**src/rtl/alu_pkg.sv**
```systemverilog
// Shared types for the ALU operand/writeback stage: opcodes, flag bit positions and the EX register layout.
package alu_pkg;

  localparam int ALU_BW    = 16;
  localparam int ALU_NREGS = 8;
  localparam int ALU_AW    = $clog2(ALU_NREGS);

  typedef enum logic [2:0] {
    OP_ADD  = 3'd0,
    OP_SUB  = 3'd1,
    OP_AND  = 3'd2,
    OP_OR   = 3'd3,
    OP_XOR  = 3'd4,
    OP_INC  = 3'd5,
    OP_MOVA = 3'd6,
    OP_MOVB = 3'd7
  } op_t;

  localparam int FLAG_OVF  = 2;
  localparam int FLAG_NEG  = 1;
  localparam int FLAG_ZERO = 0;

  // EX register contents; field widths track ALU_BW / ALU_AW, so the stage parameters must match them.
  typedef struct packed {
    op_t               opcode;
    logic [ALU_AW-1:0] dst;
    logic [ALU_BW-1:0] a;
    logic [ALU_BW-1:0] b;
  } ex_reg_t;

  // A source operand collides with the instruction in EX; R0 never collides.
  function automatic logic raw_hit(input logic              ex_vld,
                                   input logic [ALU_AW-1:0] ex_dst,
                                   input logic [ALU_AW-1:0] src);
    return ex_vld && (ex_dst != '0) && (src == ex_dst);
  endfunction

endpackage

```
**src/rtl/alu_reg_file.sv**
```systemverilog
// NREGS x BW register file: two asynchronous read ports, one synchronous write port, R0 hardwired to zero.
module alu_reg_file
  import alu_pkg::*;
#(
  parameter int BW    = ALU_BW,
  parameter int NREGS = ALU_NREGS,
  localparam int AW   = $clog2(NREGS)
) (
  input  logic          clk,
  input  logic          rst_n,
  input  logic [AW-1:0] rd_addr_a,
  output logic [BW-1:0] rd_data_a,
  input  logic [AW-1:0] rd_addr_b,
  output logic [BW-1:0] rd_data_b,
  input  logic          wr_en,
  input  logic [AW-1:0] wr_addr,
  input  logic [BW-1:0] wr_data
);

  logic [BW-1:0] mem [NREGS];

  always_ff @(posedge clk or negedge rst_n) begin
    if (!rst_n) begin
      for (int i = 0; i < NREGS; i++) mem[i] <= '0;
    end else if (wr_en && (wr_addr != '0)) begin
      mem[wr_addr] <= wr_data;
    end
  end

  assign rd_data_a = (rd_addr_a == '0) ? '0 : mem[rd_addr_a];
  assign rd_data_b = (rd_addr_b == '0) ? '0 : mem[rd_addr_b];

endmodule

```
**src/rtl/alu_operand_stage.sv**
```systemverilog
// Issue/writeback stage around a combinational ALU: operand fetch, RAW hazard handling, EX and WB registers.
// Build option ALU_BYPASS_EN: forward alu_out on a RAW hazard instead of inserting a one-cycle bubble.
module alu_operand_stage
  import alu_pkg::*;
#(
  parameter int BW    = ALU_BW,
  parameter int NREGS = ALU_NREGS,
  localparam int AW   = $clog2(NREGS)
) (
  input  logic          clk,
  input  logic          rst_n,
  input  logic          instr_valid,
  output logic          instr_ready,
  input  logic [2:0]    instr_opcode,
  input  logic [AW-1:0] instr_dst,
  input  logic [AW-1:0] instr_src_a,
  input  logic [AW-1:0] instr_src_b,
  input  logic          instr_use_imm,
  input  logic [BW-1:0] instr_imm,
  output logic [2:0]    alu_opcode,
  output logic [BW-1:0] alu_in_a,
  output logic [BW-1:0] alu_in_b,
  input  logic [BW-1:0] alu_out,
  input  logic [2:0]    alu_flags,
  output logic [2:0]    flags,
  output logic          wb_valid,
  output logic [AW-1:0] wb_dst,
  output logic [BW-1:0] wb_data
);

  ex_reg_t       ex_p1;
  logic          vld_p1;
  logic [BW-1:0] rf_a;
  logic [BW-1:0] rf_b;
  logic [BW-1:0] opnd_a;
  logic [BW-1:0] opnd_b;
  logic          hit_a;
  logic          hit_b;
  logic          accept;

  alu_reg_file #(.BW(BW), .NREGS(NREGS)) u_rf (
    .clk      (clk),
    .rst_n    (rst_n),
    .rd_addr_a(instr_src_a),
    .rd_data_a(rf_a),
    .rd_addr_b(instr_src_b),
    .rd_data_b(rf_b),
    .wr_en    (vld_p1),
    .wr_addr  (ex_p1.dst),
    .wr_data  (alu_out)
  );

  // Only the instruction sitting in EX can be unwritten; anything older has already landed in the file.
  assign hit_a = raw_hit(vld_p1, ex_p1.dst, instr_src_a);
  assign hit_b = !instr_use_imm && raw_hit(vld_p1, ex_p1.dst, instr_src_b);

`ifdef ALU_BYPASS_EN
  assign instr_ready = 1'b1;
  assign opnd_a      = hit_a ? alu_out : rf_a;
  assign opnd_b      = instr_use_imm ? instr_imm : (hit_b ? alu_out : rf_b);
`else
  // The bubble lets the EX result reach the file before the operand read; ready never sees alu_out.
  assign instr_ready = !(hit_a || hit_b);
  assign opnd_a      = rf_a;
  assign opnd_b      = instr_use_imm ? instr_imm : rf_b;
`endif

  assign accept = instr_valid && instr_ready;

  // Stage boundary: issue -> EX (drives the ALU inputs)
  always_ff @(posedge clk or negedge rst_n) begin
    if (!rst_n) begin
      vld_p1 <= 1'b0;
      ex_p1  <= '0;
    end else begin
      vld_p1 <= accept;
      if (accept) begin
        ex_p1.opcode <= op_t'(instr_opcode);
        ex_p1.dst    <= instr_dst;
        ex_p1.a      <= opnd_a;
        ex_p1.b      <= opnd_b;
      end
    end
  end

  assign alu_opcode = ex_p1.opcode;
  assign alu_in_a   = ex_p1.a;
  assign alu_in_b   = ex_p1.b;

  // Stage boundary: EX -> WB (register file write happens on the same edge inside u_rf)
  always_ff @(posedge clk or negedge rst_n) begin
    if (!rst_n) begin
      wb_valid <= 1'b0;
      wb_dst   <= '0;
      wb_data  <= '0;
      flags    <= '0;
    end else begin
      wb_valid <= vld_p1;
      if (vld_p1) begin
        wb_dst  <= ex_p1.dst;
        wb_data <= alu_out;
        flags   <= alu_flags;
      end
    end
  end

endmodule

```
**config.mk**
```make
export PLATFORM = sky130hd
export DESIGN_NAME = alu_operand_stage
export DESIGN_NICKNAME = d
export VERILOG_FILES = /design/src/rtl/alu_pkg.sv /design/src/rtl/alu_reg_file.sv /design/src/rtl/alu_operand_stage.sv
export SDC_FILE = /design/constraint.sdc
export NUM_CORES = 1
export LEC_CHECK = 0
export ABC_AREA = 1
export CAP_MARGIN = 20
export CORE_UTILIZATION = 50
export DETAILED_ROUTE_END_ITERATION = 6
export DONT_BUFFER_PORTS = 1
export PLACE_DENSITY = 0.67
export SLEW_MARGIN = 10
export SYNTH_ARGS = -nofsm -noshare
export SYNTH_HDL_FRONTEND = slang
export SYNTH_SLANG_ARGS = --single-unit
```
**constraint.sdc**
```tcl
create_clock -name clk -period 3.1 [get_ports clk]
set_input_delay 0.465 -clock clk [delete_from_list [all_inputs] [get_ports clk]]
set_output_delay 0.465 -clock clk [all_outputs]
set_load 0.03 [all_outputs]
```
# After elaboration in Yosys (flattened, before gate mapping)
# Index checks and enable logic that the tools add are counted.
# Widths: inputs -> output; s select.
dict set report totals {
  output_inout_bits 59
  reg_bits 190
  word_cells 50
  in_bits 51
}
dict set report op_classes {
  bitwise 3
  n_lt_le_gt_ge 4
  n_reduce_logical 12
  eq_ne 2
  mux 12
}
# cell count
set op_table {}
lappend op_table {{$bwmux 128} 1}
lappend op_table {{$mux 16} 8}
lappend op_table {{$bmux 16 s3} 2}
lappend op_table {{$demux 16 s3} 1}
lappend op_table {{$ge 4x4->1 const B} 3}
lappend op_table {{$not 3->4} 3}
lappend op_table {{$eq 3x3->1} 2}
lappend op_table {{$logic_and 1x1->1} 6}
lappend op_table {{$logic_not 3->1} 2}
lappend op_table {{$lt 4x1->1 const B} 1}
lappend op_table {{$reduce_bool 3->1} 1}
lappend op_table {{$logic_not 1->1} 2}
lappend op_table {{$logic_or 1x1->1} 1}

# Longest topological paths before layout
dict set report logic_depth {
  word_depth 7
  ltp_mapped 13
  mapped_depth_nobuf 10
}

# By module
# From an unflattened synthesis, not the netlist that was laid out.
dict set report unflattened {
  cells_unflattened 1478
  hier_area_um2 10443.8
}
# module n_inst seq_area_each_um2 area_per_inst_um2 cells_per_inst
set by_module_without_submodules {}
lappend by_module_without_submodules {alu_reg_file 1 3203.1 7478.4 1102}
lappend by_module_without_submodules {alu_operand_stage 1 1551.5 2965.3 376}

# Least setup slack after synthesis
# Ideal clock, no wire load.
dict set report synth_timing {
  kind {input to output}
  startpoint {input port instr_src_a[0]}
  endpoint {output port instr_ready}
  arrival_time_ps 1321
  required_ps 2635
  stages 8
  setup_slack_ps 1314
  path_buffers 2
  path_cell_list {buf_2 inv_2 nand2_1 nand2_1 nand3_1 nand2_2 nand2_2 buf_2}
}
dict set report synth_via {
  elab_chain_cells 4
}
# item line
set synth_rtl {}
lappend synth_rtl {{from (decl)} alu_operand_stage.sv:16} ;# input logic [AW-1:0] instr_src_a,
lappend synth_rtl {{$eq 3x3->1} alu_pkg.sv:35} ;# return ex_vld && (ex_dst != '0) && (src == ex_dst);
lappend synth_rtl {{$logic_and 1x1->1} alu_pkg.sv:35}
lappend synth_rtl {{$logic_or 1x1->1} alu_operand_stage.sv:63} ;# assign instr_ready = !(hit_a || hit_b);
lappend synth_rtl {{$logic_not 1->1} alu_operand_stage.sv:63}
lappend synth_rtl {{to (decl)} alu_operand_stage.sv:13} ;# output logic instr_ready,
# Every way passes these cells.

# Worst setup path after layout
dict set report layout_timing {
  startpoint {register ex_p1[33] (netlist bit)}
  endpoint {output port instr_ready}
}
dict set report layout_via {
  elab_chain_cells 6
  elab_cells_between_ends 9
  classes_between {eq/ne: 2; reduce/logical: 7}
}
# item line
set layout_rtl {}
lappend layout_rtl {{from (decl)} alu_operand_stage.sv:31} ;# ex_reg_t ex_p1;
lappend layout_rtl {{$reduce_bool 3->1} alu_pkg.sv:35}
lappend layout_rtl {{$logic_and 1x1->1 (2 in a row)} alu_pkg.sv:35}
lappend layout_rtl {{$logic_and 1x1->1} alu_operand_stage.sv:55} ;# assign hit_b = !instr_use_imm && raw_hit(vld_p1, ex_p1.dst, instr_src_b);
lappend layout_rtl {{$logic_or 1x1->1 *} alu_operand_stage.sv:63}
lappend layout_rtl {{$logic_not 1->1 *} alu_operand_stage.sv:63}
# Every way passes the cells marked *; elsewhere a longest branch is shown, timed or not.

==> impl_metrics.ini <==
[status]
status = complete, but fails checks
violations = hold timing

[floorplanning]
io_pins = 110
die_width_um = 137
floorplan.core_area_um2 = 17500
floorplan.die_area_um2 = 18700
effective_utilization_at_floorplan_pct = 51.8
floorplan.die.height_um = 137
row_count = 48

[placement]
cell_count_after_placement = 1377
gp_congestion = 0.883
detailed_place_hpwl_mm = 15.7
io_buffer_count = 0
place_ws_ns = 0.961

[cts]
cts_buffers = 17
post_cts_resize_count = 0
clk_pin_slew_worst_paths_ns = 0.06
cts.path.max_buffers = 2
insertion_delay_ns = 0.43
tritoncts = yes
cts_htree_levels = 4
clkSinkCount = 174
cts.root.buffer_cell = clkbuf_16

[logic_synthesis]
synth-warning-count = 0
synth_sequential_area_ratio_pct = 48.0
synth-seq-cells = 174
post-synth-top-area-fraction_pct = 48.0
synth_top_area_cell = dfrtp_1
synth_area_per_cell_um2 = 7.24
synth.lib_cells_used.distinct = 20
synth_area_leaders = dfrtp_1 48%, nand2_1 20%, nand3_1 8.3%
synth_area_um2 = 9080
synthesized_netlist_cell_count = 1254
synthesis.nets = 1305

[timing]
worstMarginPinSlew_ns = 0.949
post-route-worst-setup-slack_ns = 0.723
fin_worst_skew_ns = 0.00822
tns_ns = 0
max_slew_margin_pct = 36.6
report.final.slew_viol_count = 0
max_clock_freq_ghz = 0.421
report.final.setup_viol = 0
hold_violations = 174
post-route-period-util_pct = 76.7
layout_min_cycle_time_ns = 2.38
setup_repair_after_global_routing_missed_its_margin = no
final.hold.worst_slack_ns = -0.274

[critical_path]
crit_chain = inv_1, nand2_1, nand2_1, nand3_1, nand2_2, nand2_2, buf_4
reg2reg_setup_slack_ns = 1.04
worst_setup_path_endpoint = instr_ready
max_stage_delay_ns = 0.53
critical_path_class = flop to primary output
critPathCaptureType = primary output
crit_required_ns = 2.63
critical-path-slowest-cell = dfrtp_1
critPathMaxFanout = 23
worstSetupStartpointType = flop
worst-endpoint-arrival_ns = 1.91
ff2ff_path_depth = 10
reg2reg_from = ex_p1[34]
worst_setup_startpoint = ex_p1[33]
reg_to_reg_end = alu_in_b[0]

[global_route]
via_count_of_the_first_global_routing_pass = 7207
grtUsageTotal_pct = 27.9
grt_first_pass_wirelength_mm = 39.2
antenna_found_initial = 0
grt.overflow.total = 0
pin_count_of_the_biggest_net_entering_global_routing = 175

[routing]
detailedRoute.firstPassIterationCount = 6
postRouteWirelength_mm = 24.2
drc = 0
route.detailed.vias_per_inst = 5.44
dr.first_iter.drc_count = 855
drt.antenna.violating_nets = 0
route.detailed.wl_per_inst_um = 17.2
via_count = 7655

[power_and_ir_drop]
total_leakage_power_nw = 4.90
vdd_ir_drop_max_mv = 0.463
power_density_nw_per_um2 = 875

[finish]
finish.net_count = 1222
syn_to_final_growth_pct = 3.72
drive_above_1_share_pct = 4.06
layout.cells.most_common_list = 482 x nand2_1, 174 x dfrtp_1, 151 x nand3_1, 146 x o21ai_0, 103 x inv_1
multiInputGateArea_um2 = 3710
antennaDiodeCount = 0
finish.cell_count_without_fillers = 1406
num-fill-cells = 1741
storage_element_area_um2 = 4350
most_common_cell_after_layout_fill_and_taps_aside = nand2_1

[min_path]
worst_hold_path_type = input pin to asynchronous set/reset pin

[flow_run]
maxCapViolCount = 0
## where the power goes
part	internal (W)	total [W]	leakage [nW]	switching [W]
combinational	0.000730	0.00195	2.49	0.00122
clock	0.00131	0.00218	0.288	0.000862
sequential	0.00318	0.00411	2.12	0.000934
## state kept, by name, indices dropped and copies added, names as in the netlist
register and count:
flags 3, wb_valid 1, ex_p1 3, alu_in_a 16, wb_dst 3, wb_data 16, u_rf.mem 112, vld_p1 1
alu_in_b 16, alu_opcode 3
## final cells by class
class                      count  area share, %
sequential                   174           46.3
inverter                     109           4.35
timing repair buffer           9          0.718
multi-input combinational    860           39.5
clock buffer                  22           5.04
clock inverter                 7           1.20
tap                          225           2.99
## worst min path at each step
stage          startpoint       endpoint  slack, ns  cells after the start
3_5_place_dp        rst_n  alu_opcode[1]       0.17                      0
2_1_floorplan       rst_n    alu_in_a[0]       0.17                      0
3_3_place_gp        rst_n  alu_opcode[0]       0.17                      0
6_report            rst_n  alu_opcode[0]      -0.27                      0
5_1_grt             rst_n  alu_opcode[1]      -0.29                      0
4_1_cts             rst_n  alu_opcode[1]      -0.28                      0
## metal layers
layer	track usage (%)	wire, µm	vias up
met2	39.5	9790	332
met4	5.86	241	0
met3	8.22	2570	25
met1	41.9	11600	3542
met5	0	0	-
li1	-	-	3756
## what timing repair did
item | 4_1_cts | 5_1_grt
endpoints found under the hold margin | 174 | 174
setup endpoints to repair | 0 | 0
setup buffers | 0 | 0
## per-stage QoR
step	total power [W]	util [%]	cell area (µm²)
after global routing	0.00885	53.7	9410
after global placement	0.00596	50.3	8830
final	0.00824	53.7	9410
after detailed placement	0.00606	50.3	8830
after floorplan	0.00572	-	9080
after CTS	0.00825	53.7	9410
## Yosys cell counts (all sizes together)
| master | count |
|---|---|
| o211ai | 16 |
| xnor2 | 1 |
| buf | 67 |
| o21ai | 147 |
| inv | 109 |
| dfrtp | 174 |
| nand3 | 151 |
| clkbuf | 44 |
| nor2 | 42 |
| nand2 | 485 |
| nor3 | 1 |
| a21oi | 17 |
## critical path, delay by kind of cell, from the launching register on
kind / cells / cell delay (ns)
flip-flops: 1 / 0.53
buffers and inverters: 2 / 0.52
AND/OR/NAND/NOR: 5 / 0.42
## logic make-up after synthesis
kind of cell,share of synthesized area [%]
AOI/OAI and AO/OA,10.5
xor gates and xnor gates,0.0965
buffers and inverters,11.2
DFF,48.0
and+or+nand+nor,30.3
Note: power is estimated with default switching activity, not from simulation.
